==> config.mk <==
export PLATFORM = sky130hd
export DESIGN_NAME = multicycle_alu_flat
export DESIGN_NICKNAME = d
export VERILOG_FILES = /design/src/rtl/multicycle_alu_pkg.sv /design/src/rtl/multicycle_alu_if.sv /design/src/rtl/multicycle_alu_iter.sv /design/src/rtl/multicycle_alu.sv /design/src/flat_wrapper.sv
export SDC_FILE = /design/constraint.sdc
export NUM_CORES = 1
export LEC_CHECK = 0
export ABC_AREA = 0
export CORE_MARGIN = 5
export CORE_UTILIZATION = 50
export DETAILED_ROUTE_END_ITERATION = 6
export GPL_ROUTABILITY_DRIVEN = 1
export PLACE_DENSITY = 0.69
export SLEW_MARGIN = 20
export SYNTH_ARGS = -nofsm -noshare
export SYNTH_HDL_FRONTEND = slang
export SYNTH_HIERARCHICAL = 1
export SYNTH_SLANG_ARGS = --single-unit
==> constraint.sdc <==
create_clock -name clk -period 1.6 [get_ports clk]
set_clock_uncertainty 0.05 [all_clocks]
set_input_delay 0.24 -clock clk [delete_from_list [all_inputs] [get_ports clk]]
set_output_delay 0.24 -clock clk [all_outputs]
set_load 0.05 [all_outputs]
==> src/rtl/multicycle_alu_pkg.sv <==
// alu_pkg: opcodes, FSM state encoding and shift-amount width for multicycle_alu.
package alu_pkg;
    localparam logic [3:0] OP_ADD   = 4'b0000;
    localparam logic [3:0] OP_SUB   = 4'b0001;
    localparam logic [3:0] OP_AND   = 4'b0010;
    localparam logic [3:0] OP_SRL   = 4'b0011;
    localparam logic [3:0] OP_XOR   = 4'b0100;
    localparam logic [3:0] OP_SRA   = 4'b0101;
    localparam logic [3:0] OP_SLT   = 4'b0110;
    localparam logic [3:0] OP_SLTU  = 4'b0111;
    localparam logic [3:0] OP_LUI   = 4'b1000;
    localparam logic [3:0] OP_OR    = 4'b1001;
    localparam logic [3:0] OP_MUL   = 4'b1010;
    localparam logic [3:0] OP_MULHU = 4'b1011;
    localparam logic [3:0] OP_SLL   = 4'b1100;
    localparam logic [3:0] OP_DIVU  = 4'b1101;
    localparam logic [3:0] OP_REMU  = 4'b1110;

    typedef enum logic [1:0] {S_IDLE, S_MUL, S_DIV} state_e;

    function automatic int shamt_w(input int dw);
        return $clog2(dw);
    endfunction
endpackage

==> src/rtl/multicycle_alu_if.sv <==
// multicycle_alu_if: start/done operand and result bundle between control and ALU.
interface multicycle_alu_if #(
    parameter int DATA_WIDTH = 32,
    parameter int OP_WIDTH   = 4
);
    logic                  Start_i;
    logic [OP_WIDTH-1:0]   ALU_Operation_i;
    logic [DATA_WIDTH-1:0] A_i;
    logic [DATA_WIDTH-1:0] B_i;
    logic                  Busy_o;
    logic                  Done_o;
    logic                  Zero_o;
    logic [DATA_WIDTH-1:0] ALU_Result_o;

    modport master (
        output Start_i, ALU_Operation_i, A_i, B_i,
        input  Busy_o, Done_o, Zero_o, ALU_Result_o
    );
    modport slave (
        input  Start_i, ALU_Operation_i, A_i, B_i,
        output Busy_o, Done_o, Zero_o, ALU_Result_o
    );
endinterface

==> src/rtl/multicycle_alu_iter.sv <==
// alu_iter_unit: one-bit-per-cycle unsigned shift-add multiplier / restoring divider.
// {hi,lo} is the product (mul) or remainder/quotient (div); lo_o/hi_o are the post-step values.
module alu_iter_unit
    import alu_pkg::*;
#(
    parameter int DATA_WIDTH = 32
) (
    input  logic                  clk,
    input  logic                  reset,
    input  logic                  start_i,
    input  logic                  div_i,
    input  logic                  step_i,
    input  logic [DATA_WIDTH-1:0] a_i,
    input  logic [DATA_WIDTH-1:0] b_i,
    output logic                  last_o,
    output logic [DATA_WIDTH-1:0] lo_o,
    output logic [DATA_WIDTH-1:0] hi_o
);
    localparam int CW = shamt_w(DATA_WIDTH) + 1;

    logic [CW-1:0]         cnt_q;
    logic                  div_q;
    logic [DATA_WIDTH-1:0] lo_q, hi_q, op_q;
    logic [DATA_WIDTH:0]   sum, rs, diff;

    always_comb begin
        sum    = {1'b0, hi_q} + {1'b0, op_q & {DATA_WIDTH{lo_q[0]}}};
        rs     = {hi_q, lo_q[DATA_WIDTH-1]};
        diff   = rs - {1'b0, op_q};
        lo_o   = div_q ? {lo_q[DATA_WIDTH-2:0], ~diff[DATA_WIDTH]} : {sum[0], lo_q[DATA_WIDTH-1:1]};
        hi_o   = div_q ? (diff[DATA_WIDTH] ? rs[DATA_WIDTH-1:0] : diff[DATA_WIDTH-1:0]) : sum[DATA_WIDTH:1];
        last_o = cnt_q == CW'(DATA_WIDTH - 1);
    end

    always_ff @(posedge clk or posedge reset) begin
        if (reset) begin
            cnt_q <= '0;
            div_q <= 1'b0;
            lo_q  <= '0;
            hi_q  <= '0;
            op_q  <= '0;
        end else if (start_i) begin
            cnt_q <= '0;
            div_q <= div_i;
            lo_q  <= div_i ? a_i : b_i;
            hi_q  <= '0;
            op_q  <= div_i ? b_i : a_i;
        end else if (step_i) begin
            cnt_q <= last_o ? cnt_q : cnt_q + 1'b1;
            lo_q  <= lo_o;
            hi_q  <= hi_o;
        end
    end
endmodule

==> src/rtl/multicycle_alu.sv <==
// multicycle_alu: RV32I ALU with start/done handshake; 1-cycle ops plus iterative MUL/DIV.
// Define ALU_MULDIV_EN to build the iterative MUL/MULHU/DIVU/REMU path; otherwise those opcodes return 0.
module multicycle_alu
    import alu_pkg::*;
#(
    parameter int DATA_WIDTH = 32,
    parameter int OP_WIDTH   = 4
) (
    input  logic              clk,
    input  logic              reset,
    multicycle_alu_if.slave   bus
);
    localparam int SW = shamt_w(DATA_WIDTH);

    logic [3:0]            op;
    logic [DATA_WIDTH-1:0] a, b, one_res, res_d, res_q;
    logic [SW-1:0]         sh;
    logic                  wr, done_q, zero_q;

    assign op = bus.ALU_Operation_i[3:0];
    assign a  = bus.A_i;
    assign b  = bus.B_i;
    assign sh = b[SW-1:0];

    always_comb begin
        one_res = '0;
        case (op)
            OP_ADD:  one_res = a + b;
            OP_SUB:  one_res = a - b;
            OP_AND:  one_res = a & b;
            OP_SRL:  one_res = a >> sh;
            OP_XOR:  one_res = a ^ b;
            OP_SRA:  one_res = $signed(a) >>> sh;
            OP_SLT:  one_res = {{(DATA_WIDTH-1){1'b0}}, $signed(a) < $signed(b)};
            OP_SLTU: one_res = {{(DATA_WIDTH-1){1'b0}}, a < b};
            OP_LUI:  one_res = {b[DATA_WIDTH-13:0], 12'b0};
            OP_OR:   one_res = a | b;
            OP_SLL:  one_res = a << sh;
`ifdef ALU_MULDIV_EN
            // only selected when B is zero; nonzero divisors go iterative
            OP_DIVU: one_res = '1;
            OP_REMU: one_res = a;
`endif
            default: one_res = '0;
        endcase
    end

`ifdef ALU_MULDIV_EN
    state_e                state_q, state_d;
    logic                  sel_hi_q, sel_hi_d, it_start, it_last, is_mul, is_div;
    logic [DATA_WIDTH-1:0] it_lo, it_hi;

    assign is_mul     = op == OP_MUL || op == OP_MULHU;
    assign is_div     = (op == OP_DIVU || op == OP_REMU) && b != '0;
    assign bus.Busy_o = state_q != S_IDLE;

    alu_iter_unit #(.DATA_WIDTH(DATA_WIDTH)) u_iter (
        .clk     (clk),
        .reset   (reset),
        .start_i (it_start),
        .div_i   (~is_mul),
        .step_i  (state_q != S_IDLE),
        .a_i     (a),
        .b_i     (b),
        .last_o  (it_last),
        .lo_o    (it_lo),
        .hi_o    (it_hi)
    );

    always_comb begin
        state_d  = state_q;
        sel_hi_d = sel_hi_q;
        it_start = 1'b0;
        wr       = 1'b0;
        res_d    = one_res;
        if (state_q == S_IDLE) begin
            if (bus.Start_i && (is_mul || is_div)) begin
                it_start = 1'b1;
                state_d  = is_mul ? S_MUL : S_DIV;
                sel_hi_d = op == OP_MULHU || op == OP_REMU;
            end else begin
                wr = bus.Start_i;
            end
        end else if (it_last) begin
            wr      = 1'b1;
            res_d   = sel_hi_q ? it_hi : it_lo;
            state_d = S_IDLE;
        end
    end

    always_ff @(posedge clk or posedge reset) begin
        if (reset) begin
            state_q  <= S_IDLE;
            sel_hi_q <= 1'b0;
        end else begin
            state_q  <= state_d;
            sel_hi_q <= sel_hi_d;
        end
    end
`else
    assign wr         = bus.Start_i;
    assign res_d      = one_res;
    assign bus.Busy_o = 1'b0;
`endif

    always_ff @(posedge clk or posedge reset) begin
        if (reset) begin
            res_q  <= '0;
            zero_q <= 1'b1;
            done_q <= 1'b0;
        end else begin
            done_q <= wr;
            if (wr) begin
                res_q  <= res_d;
                zero_q <= res_d == '0;
            end
        end
    end

    assign bus.Done_o       = done_q;
    assign bus.Zero_o       = zero_q;
    assign bus.ALU_Result_o = res_q;
endmodule

==> src/flat_wrapper.sv <==
// flat-port wrapper written by rule: the top's interface ports become plain ports
module multicycle_alu_flat import alu_pkg::*;
#(
    parameter int DATA_WIDTH = 32,
    parameter int OP_WIDTH   = 4
)
  (clk, reset, bus_Start_i, bus_ALU_Operation_i, bus_A_i, bus_B_i, bus_Busy_o, bus_Done_o, bus_Zero_o, bus_ALU_Result_o);
  multicycle_alu_if #(.DATA_WIDTH(DATA_WIDTH), .OP_WIDTH(OP_WIDTH)) bus_i ();
  input  logic clk;
  input  logic reset;
  input wire logic [$bits(bus_i.Start_i)-1:0] bus_Start_i;
  input wire logic [$bits(bus_i.ALU_Operation_i)-1:0] bus_ALU_Operation_i;
  input wire logic [$bits(bus_i.A_i)-1:0] bus_A_i;
  input wire logic [$bits(bus_i.B_i)-1:0] bus_B_i;
  output wire logic [$bits(bus_i.Busy_o)-1:0] bus_Busy_o;
  output wire logic [$bits(bus_i.Done_o)-1:0] bus_Done_o;
  output wire logic [$bits(bus_i.Zero_o)-1:0] bus_Zero_o;
  output wire logic [$bits(bus_i.ALU_Result_o)-1:0] bus_ALU_Result_o;
  assign bus_i.Start_i = bus_Start_i;
  assign bus_i.ALU_Operation_i = bus_ALU_Operation_i;
  assign bus_i.A_i = bus_A_i;
  assign bus_i.B_i = bus_B_i;
  assign bus_Busy_o = bus_i.Busy_o;
  assign bus_Done_o = bus_i.Done_o;
  assign bus_Zero_o = bus_i.Zero_o;
  assign bus_ALU_Result_o = bus_i.ALU_Result_o;
  multicycle_alu #(.DATA_WIDTH(DATA_WIDTH), .OP_WIDTH(OP_WIDTH)) u_core (.clk(clk), .reset(reset), .bus(bus_i));
endmodule
==> results.md, run 1 <==
- Ys async rst share: 100%
- Failing step: global routing
- Post-Syn Instances: 1545
- Post-synthesis sequential area ratio: 7.64%
- DP Area: 17300 um2
- Initial Utilization: 50.9%
- Die X: 159 um
- WEP type: register data pin
- Worst_ep grt: u_core/bus.Zero_o$_DFFE_PP1P_/D
- Pin count of the biggest net entering global routing: 55
- Clk buf depth: 2
- Synth warn: 6
- Top FF cell, synth: dfrtp_1
- Yosys cell types: 95
- Root Driver: clkbuf_16
- Clk sinks: 34
- Avg Inst Size Synth: 7.22 um2
- CTS buffer count: 5
- RePlAce Congestion: 1.22
- Error Message: [ERROR GRT-0232] Routing congestion too high. Check the congestion heatmap in the GUI.
- Synthesized area: 11200 um2
- Top Ports: 106
- Post-synth net total: 1717
- Port Buffers: 104
- Row Count: 54
- Post-detail-place hpwl: 51.2 mm
- Die height: 159 um
- Placed Cells: 2468
- All-Layer GR Usage: 88.9%
- GR Overflow Total: 655
- H-tree Lvls: 2
- Post-synth EDFFs: 0
- Status: stopped before the end
- Yosys reg bits: 34
==> stage by stage <==
step | setup WS, ps | setup TNS, ps
2_1_floorplan | -2060 | -33810
3_3_place_gp | -2860 | -62500
3_5_place_dp | -3020 | -63760
4_1_cts | -2130 | -38410
==> synthesized netlist by cell type (all sizes together) (7+ instances only) <==
master	number	area, um2
buf	44	243
dfrtp	33	826
a2111oi	12	111
and2	11	68.8
o31ai	14	110
or4	7	52.6
and3	14	87.6
nor4	15	93.8
clkbuf	79	300
nand2b	14	87.6
xnor2	10	87.6
a31oi	15	93.8
mux4	36	826
nand3	39	195
o21ai	104	521
a221oi	13	114
nor2b	17	106
mux2	45	510
o2111ai	10	87.6
ha	99	1240
o211a	7	70.1
nor2	150	563
a22oi	25	188
nand2	130	488
nor3	28	140
o21a	9	67.6
nand4	23	144
a22o	8	70.1
o32ai	8	77.6
or3	9	56.3
a221o	9	90.1
a211oi	27	208
a21o	13	97.6
mux2i	48	480
o22ai	24	150
o221ai	16	140
o21bai	12	90.1
a2bb2oi	14	123
inv	101	379
o211ai	21	158
a211o	9	78.8
nor4b	7	67.6
a21oi	124	621
==> layer usage <==
layer / GRT overflow / GRT usage [%]
met5: 6 / 52.5
met4: 222 / 94.7
met3: 35 / 80.2
met2: 368 / 100
met1: 24 / 85.5
==> kinds of logic after synthesis <==
| family | count (synthesis) | synth area share [%] |
|---|---|---|
| other | 1 | 0.0336 |
| buffers and inverters | 224 | 8.27 |
| and+or+nand+nor | 493 | 21.4 |
| adders and majority gates | 101 | 11.5 |
| DFF | 34 | 7.64 |
| xor gates and xnor gates | 15 | 1.18 |
| muxes | 129 | 16.3 |
| AOI/OAI and AO/OA | 548 | 33.7 |
==> timing repair <==
| action | in CTS |
|---|---|
| gates cloned | 3 |
| hold buffers | 0 |
| pin swaps | 124 |
| resized for setup | 467 |
| setup buffers | 97 |
| setup endpoints to repair | 33 |
==> run 2: changes to the inputs <==
Settings changed: CORE_UTILIZATION 50 to 35, PLACE_DENSITY 0.69 to not set, PLACE_DENSITY_LB_ADDON set to 0.15.
==> results.md, run 2 <==
- Top-area cell type share of the netlist area: 11.1%
- Number of hold buffers added after CTS: 0
- Yosys cell types: 95
- CP Capture Type: flop
- Yosys reg bits: 34
- Crit Path Category: in -> reg
- Failing checks: DRC, setup timing
- Vias: 16900
- Slew Viols, Final: 0
- Fraction of layout instances using a drive strength above 1: 57.7%
- Clk sinks: 34
- CP arrival: 3800 ps
- Util after Layout: 68.8%
- Post-Layout Inst Area: 21600 um2
- Leak: 9.70 nW
- Top cells by area in the synthesized netlist: ha_1 11%, dfrtp_1 7.4%, mux4_2 6.5%
- Count of final setup violators: 33
- Iteration-0 DRC Markers: 1698
- Routed WL: 74.6 mm
- Number of global-route vias before repair: 16800
- Clk buf depth: 2
- Via density per instance: 6.16
- Layout net count: 2520
- Largest register FFs: 32
- Type of the most critical hold path: in -> async
- Slew @ Worst Pin: 992 ps
- Most frequent cells in the layout: 718 x buf_4, 138 x nor2_1, 117 x nand2_1
- Status: finished, violations left
- Pin count of the biggest net entering global routing: 55
- Port Buffers: 104
- Largest vdd supply drop: 0.000485 V
- Die X: 189 um
- Setup TNS: -37300 ps
- Final period util: 228%
- Slew headroom: 33.7%
- N_diodes: 0
- Post-synthesis sequential area ratio: 7.64%
- CTS buffer count: 5
- Ys async rst share: 100%
- DP Area: 17500 um2
- Post-Syn Instances: 1545
- Post-synth net total: 1717
- Avg Inst Size Synth: 7.22 um2
- Final Critical Period: 3650 ps
- RSZ-0062 raised after global routing: yes
- Row Count: 65
- Die height: 189 um
- Worst-Skew Late Latency: 290 ps
- Post-synth top cells: 150 x nor2_1, 130 x nand2_1, 124 x a21oi_1, 99 x ha_1, 98 x inv_1
- Worst setup margin: -2050 ps
- Setup WS pre-CTS: -3180 ps
- Final Hold Fails: 0
- Drt first pass iters: 7
- Post-detail-place hpwl: 58.1 mm
- Crit path max fanout: 7
- Final hold slack: 257 ps
- Commonest non-fill, non-tap cell in the layout: buf_4
- DRC: 10
- H-tree Lvls: 2
- Synthesized area: 11200 um2
- Worst-path clk slew: 50 ps
- Dominant cell by count in the synthesized netlist: nor2_1
- CP startpoint kind: input port
- CTS tree: done
- CP required: 1750 ps
- Antenna violations before repair: 2
- Cell taking the most area after synthesis: ha_1
- Fmax: 274 MHz
- GR Overflow Total: 0
- Routed len/inst: 27.1 um
- Syn-to-layout area delta: 94.1%
- Top FF cell, synth: dfrtp_1
- Root Driver: clkbuf_16
- Die area: 35500 um2
- Core area: 31500 um2
- Synth warn: 6
- Antenna Violating Nets Remaining: 0
- Post-synth EDFFs: 0
- First-pass GRT wire length: 108 mm
- RePlAce Congestion: 1.07
- Top Ports: 106
- Max Cap Violations: 0
- Pwr Density: 485 nW/um2
- All-Layer GR Usage: 39.6%
- Initial Utilization: 35.4%
run 2: cell counts after synthesis:
Identical to the previous run, type by type.
run 2: layout make-up:
| class | count | area, um2 |
|---|---|---|
| Fill cell | 2590 | 9820 |
| Multi-Input combinational cell | 1287 | 12000 |
| Timing Repair Buffer | 919 | 7720 |
| Tap cell | 402 | 503 |
| Clock buffer | 7 | 143 |
| Inverter | 101 | 429 |
| Clock inverter | 1 | 5.00 |
| Sequential cell | 34 | 852 |
run 2: what timing repair did:
| item | CTS | global route |
|---|---|---|
| gates resized for setup | 616 | 178 |
| pin swaps | 168 | 126 |
| setup buffers | 137 | 48 |
| setup endpoints to repair | 33 | 33 |
| hold endpoints to repair | 0 | 0 |
| cloned | 6 | 1 |
run 2: metal layers:
metal	global-route usage (%)	wire [um]	share of wire [%]
met5	0	0	0
met4	20.5	5320	7.1
met3	7.41	7000	9.4
met2	62.2	32200	43
met1	51.9	30000	40
run 2: through the flow:
stage	instances	power, mW
after floorplan	1545	4.26
after global placement	2591	7.62
after detailed placement	2591	7.65
after CTS	2724	9.91
after global routing	2751	10.9
final	2751	10.5
run 2: worst paths after layout:
kind | depth (start not counted) | from | slack (ps) | to
worst min-delay path | 3 | reset | 260 | u_core/bus.ALU_Result_o[5]
worst max register to register | 1 | u_core/bus.ALU_Result_o[5] | 730 | u_core/bus.ALU_Result_o[5]
worst max-delay path | 15 | bus_B_i[0] | -2050 | u_core/bus.Zero_o
min in group clk | 1 | u_core/bus.ALU_Result_o[1] | 440 | u_core/bus.ALU_Result_o[1]
max in group asynchronous | 3 | reset | 980 | u_core/bus.Zero_o
worst min register to register | 1 | u_core/bus.ALU_Result_o[1] | 440 | u_core/bus.ALU_Result_o[1]
run 2: cells by family (layout without fill, tap and decap cells):
group | count (synthesis) | after routing | synth area share [%]
AOI/OAI and AO/OA | 548 | 548 | 33.7
and+or+nand+nor | 493 | 493 | 21.4
buffers and inverters | 224 | 1028 | 8.27
muxes | 129 | 129 | 16.3
adders and majority gates | 101 | 101 | 11.5
DFF | 34 | 34 | 7.64
xor gates and xnor gates | 15 | 15 | 1.18
other | 1 | 1 | 0.0336
run 2: power breakdown:
group | internal (mW) | total, mW | switching (mW)
Sequential | 0.993 | 1.08 | 0.0841
Clock | 0.617 | 0.992 | 0.375
Combinational | 3.96 | 8.44 | 4.48
Total | 5.57 | 10.5 | 4.94
run 2: worst max-delay path, cell delays in order:
cell,delay [ps]
buf_12,80
buf_12,140
buf_16,150
buf_4,110
mux4_2,500
nor3_1,270
a41o_1,180
a211o_1,220
o2111ai_4,220
nor4_4,290
nand4_1,200
or4_4,540
nor4b_4,230
nand4_1,160
o32ai_2,260
No activity file was read; power rests on OpenSTA's default activity.
==> run 3: changes to the inputs <==
Settings changed: PLACE_DENSITY_LB_ADDON 0.15 to not set.
==> results.md, run 3 (same netlist as run 2, synthesis figures left out) <==
- Slew headroom: 49.6%
- Root Driver: clkbuf_16
- Pwr Total: 10.5 mW
- FF-to-FF setup slack: 720 ps
- N_diodes: 0
- Routed len/inst: 26.6 um
- Crit Path Category: in -> reg
- Max Cap Violations: 0
- Die X: 189 um
- Top Ports: 106
- Syn-to-layout area delta: 97.6%
- Failing checks: setup timing
- DRC: 0
- Core area: 31500 um2
- First-pass GRT wire length: 106 mm
- CP Capture Type: flop
- Initial Utilization: 35.4%
- FF+latch area: 852 um2
- RSZ-0062 raised after global routing: yes
- Fraction of layout instances using a drive strength above 1: 58.0%
- RePlAce Congestion: 1.06
- Worst-path clk slew: 50 ps
- Leak: 9.84 nW
- Post-detail-place hpwl: 56.2 mm
- Worst setup margin: -2090 ps
- Type of the most critical hold path: in -> async
- Pwr Density: 478 nW/um2
- Reg-to-Reg Start: u_core/bus.Zero_o
- All-Layer GR Usage: 38.7%
- Status: finished, violations left
- Vias: 17400
- Layout net count: 2540
- CTS buffer count: 5
- Antenna Violating Nets Remaining: 0
- Via density per instance: 6.30
- Most frequent cells in the layout: 723 x buf_4, 135 x nor2_1, 117 x nand2_1
- Worst-Skew Late Latency: 280 ps
- CP startpoint kind: input port
- Die area: 35500 um2
- Number of global-route vias before repair: 17000
- Fmax: 271 MHz
- Iteration-0 DRC Markers: 2218
- Port Buffers: 104
- Count of final setup violators: 33
- Clk buf depth: 2
- CP arrival: 3830 ps
- CTS tree: done
- Drt first pass iters: 6
- Slew Viols, Final: 0
- Largest register FFs: 32
- Slew @ Worst Pin: 754 ps
- Crit path max fanout: 2
- Row Count: 65
- Commonest non-fill, non-tap cell in the layout: buf_4
- Reg-to-Reg End: u_core/bus.Zero_o
- Multi-input gate area: 11900 um2
- Final Hold Fails: 0
- Worst r2r path cells: 2
- Largest vdd supply drop: 0.000407 V
- Routed WL: 73.6 mm
- Clk sinks: 34
- CP required: 1740 ps
- Final period util: 231%
- Antenna violations before repair: 0
- Layout fillers: 2480
- Setup WS pre-CTS: -3210 ps
- GR Overflow Total: 0
- Final Critical Period: 3690 ps
- Pin count of the biggest net entering global routing: 55
- H-tree Lvls: 2
- Die height: 189 um
## run 3: changes by cell type in the layout (fill, tap and decap cells not counted), sizes merged
cell           previous run  this run
clkbuf                   18        10
nor4b                     7         8
bufbuf                    1         3
clkdlybuf4s15             8        13
buf                     874       891
inv                     101       100
dlygate4sd2              12        14
## run 3: metrics by stage
stage                     area, um2  utilization, %  TNS [ps]  std cells  hold WS (ps)
after global placement        17600            55.9    -66360       2598           426
final                         22000            70.0    -39260       2769           248
after detailed placement      17600            55.9    -67260       2598           423
after CTS                     21000            66.9    -36670       2730           257
after floorplan               11600               -    -33810       1545           221
after global routing          22000            70.0    -40770       2769           277
## run 3: area by class of cell
type,instances,area share [%]
Sequential cell,34,3.87
Inverter,101,1.98
Tap cell,402,2.28
Multi-Input combinational cell,1288,54.2
Clock buffer,6,0.630
Timing Repair Buffer,938,37.0
## run 3: metal layers
| layer | GRT usage, % | routed length [um] |
|---|---|---|
| met4 | 20.5 | 5550 |
| met3 | 7.85 | 8070 |
| met1 | 50.1 | 28100 |
| met2 | 60.8 | 31900 |
| met5 | 0 | 0 |
## run 3: critical path: stages
cell and delay [ps]:
buf_8 100, buf_6 120, ha_4 150, inv_2 60, fa_2 240, nor2b_4 60, o31ai_4 350, buf_4 190
nand2_2 50, a31o_2 210, a221o_1 350, a2111oi_4 390, nand4_1 210, or4_4 480, nor4b_4 220, nand4_1 170
o32ai_2 230
## run 3: worst max path at each step
stage	startpoint	endpoint
floorplan	bus_B_i[3]	u_core/bus.Zero_o
global placement	bus_A_i[1]	u_core/bus.Zero_o
detailed placement	bus_A_i[1]	u_core/bus.Zero_o
CTS	bus_A_i[0]	u_core/bus.Zero_o
global route	bus_A_i[0]	u_core/bus.Zero_o
finish	bus_A_i[0]	u_core/bus.Zero_o
## run 3: what timing repair did
action	4_1_cts	5_1_grt
setup endpoints to repair	33	33
resized for setup	638	164
buffers inserted	132	56
gates cloned	11	0
pin swaps	152	111
hold buffers	0	0
## run 3: power breakdown
part	internal, mW	switching (mW)	total [mW]	leakage [nW]
logic	4.03	4.48	8.51	9.37
clock network	0.601	0.353	0.954	0.0688
registers	0.993	0.0829	1.08	0.408
total	5.62	4.92	10.5	9.84
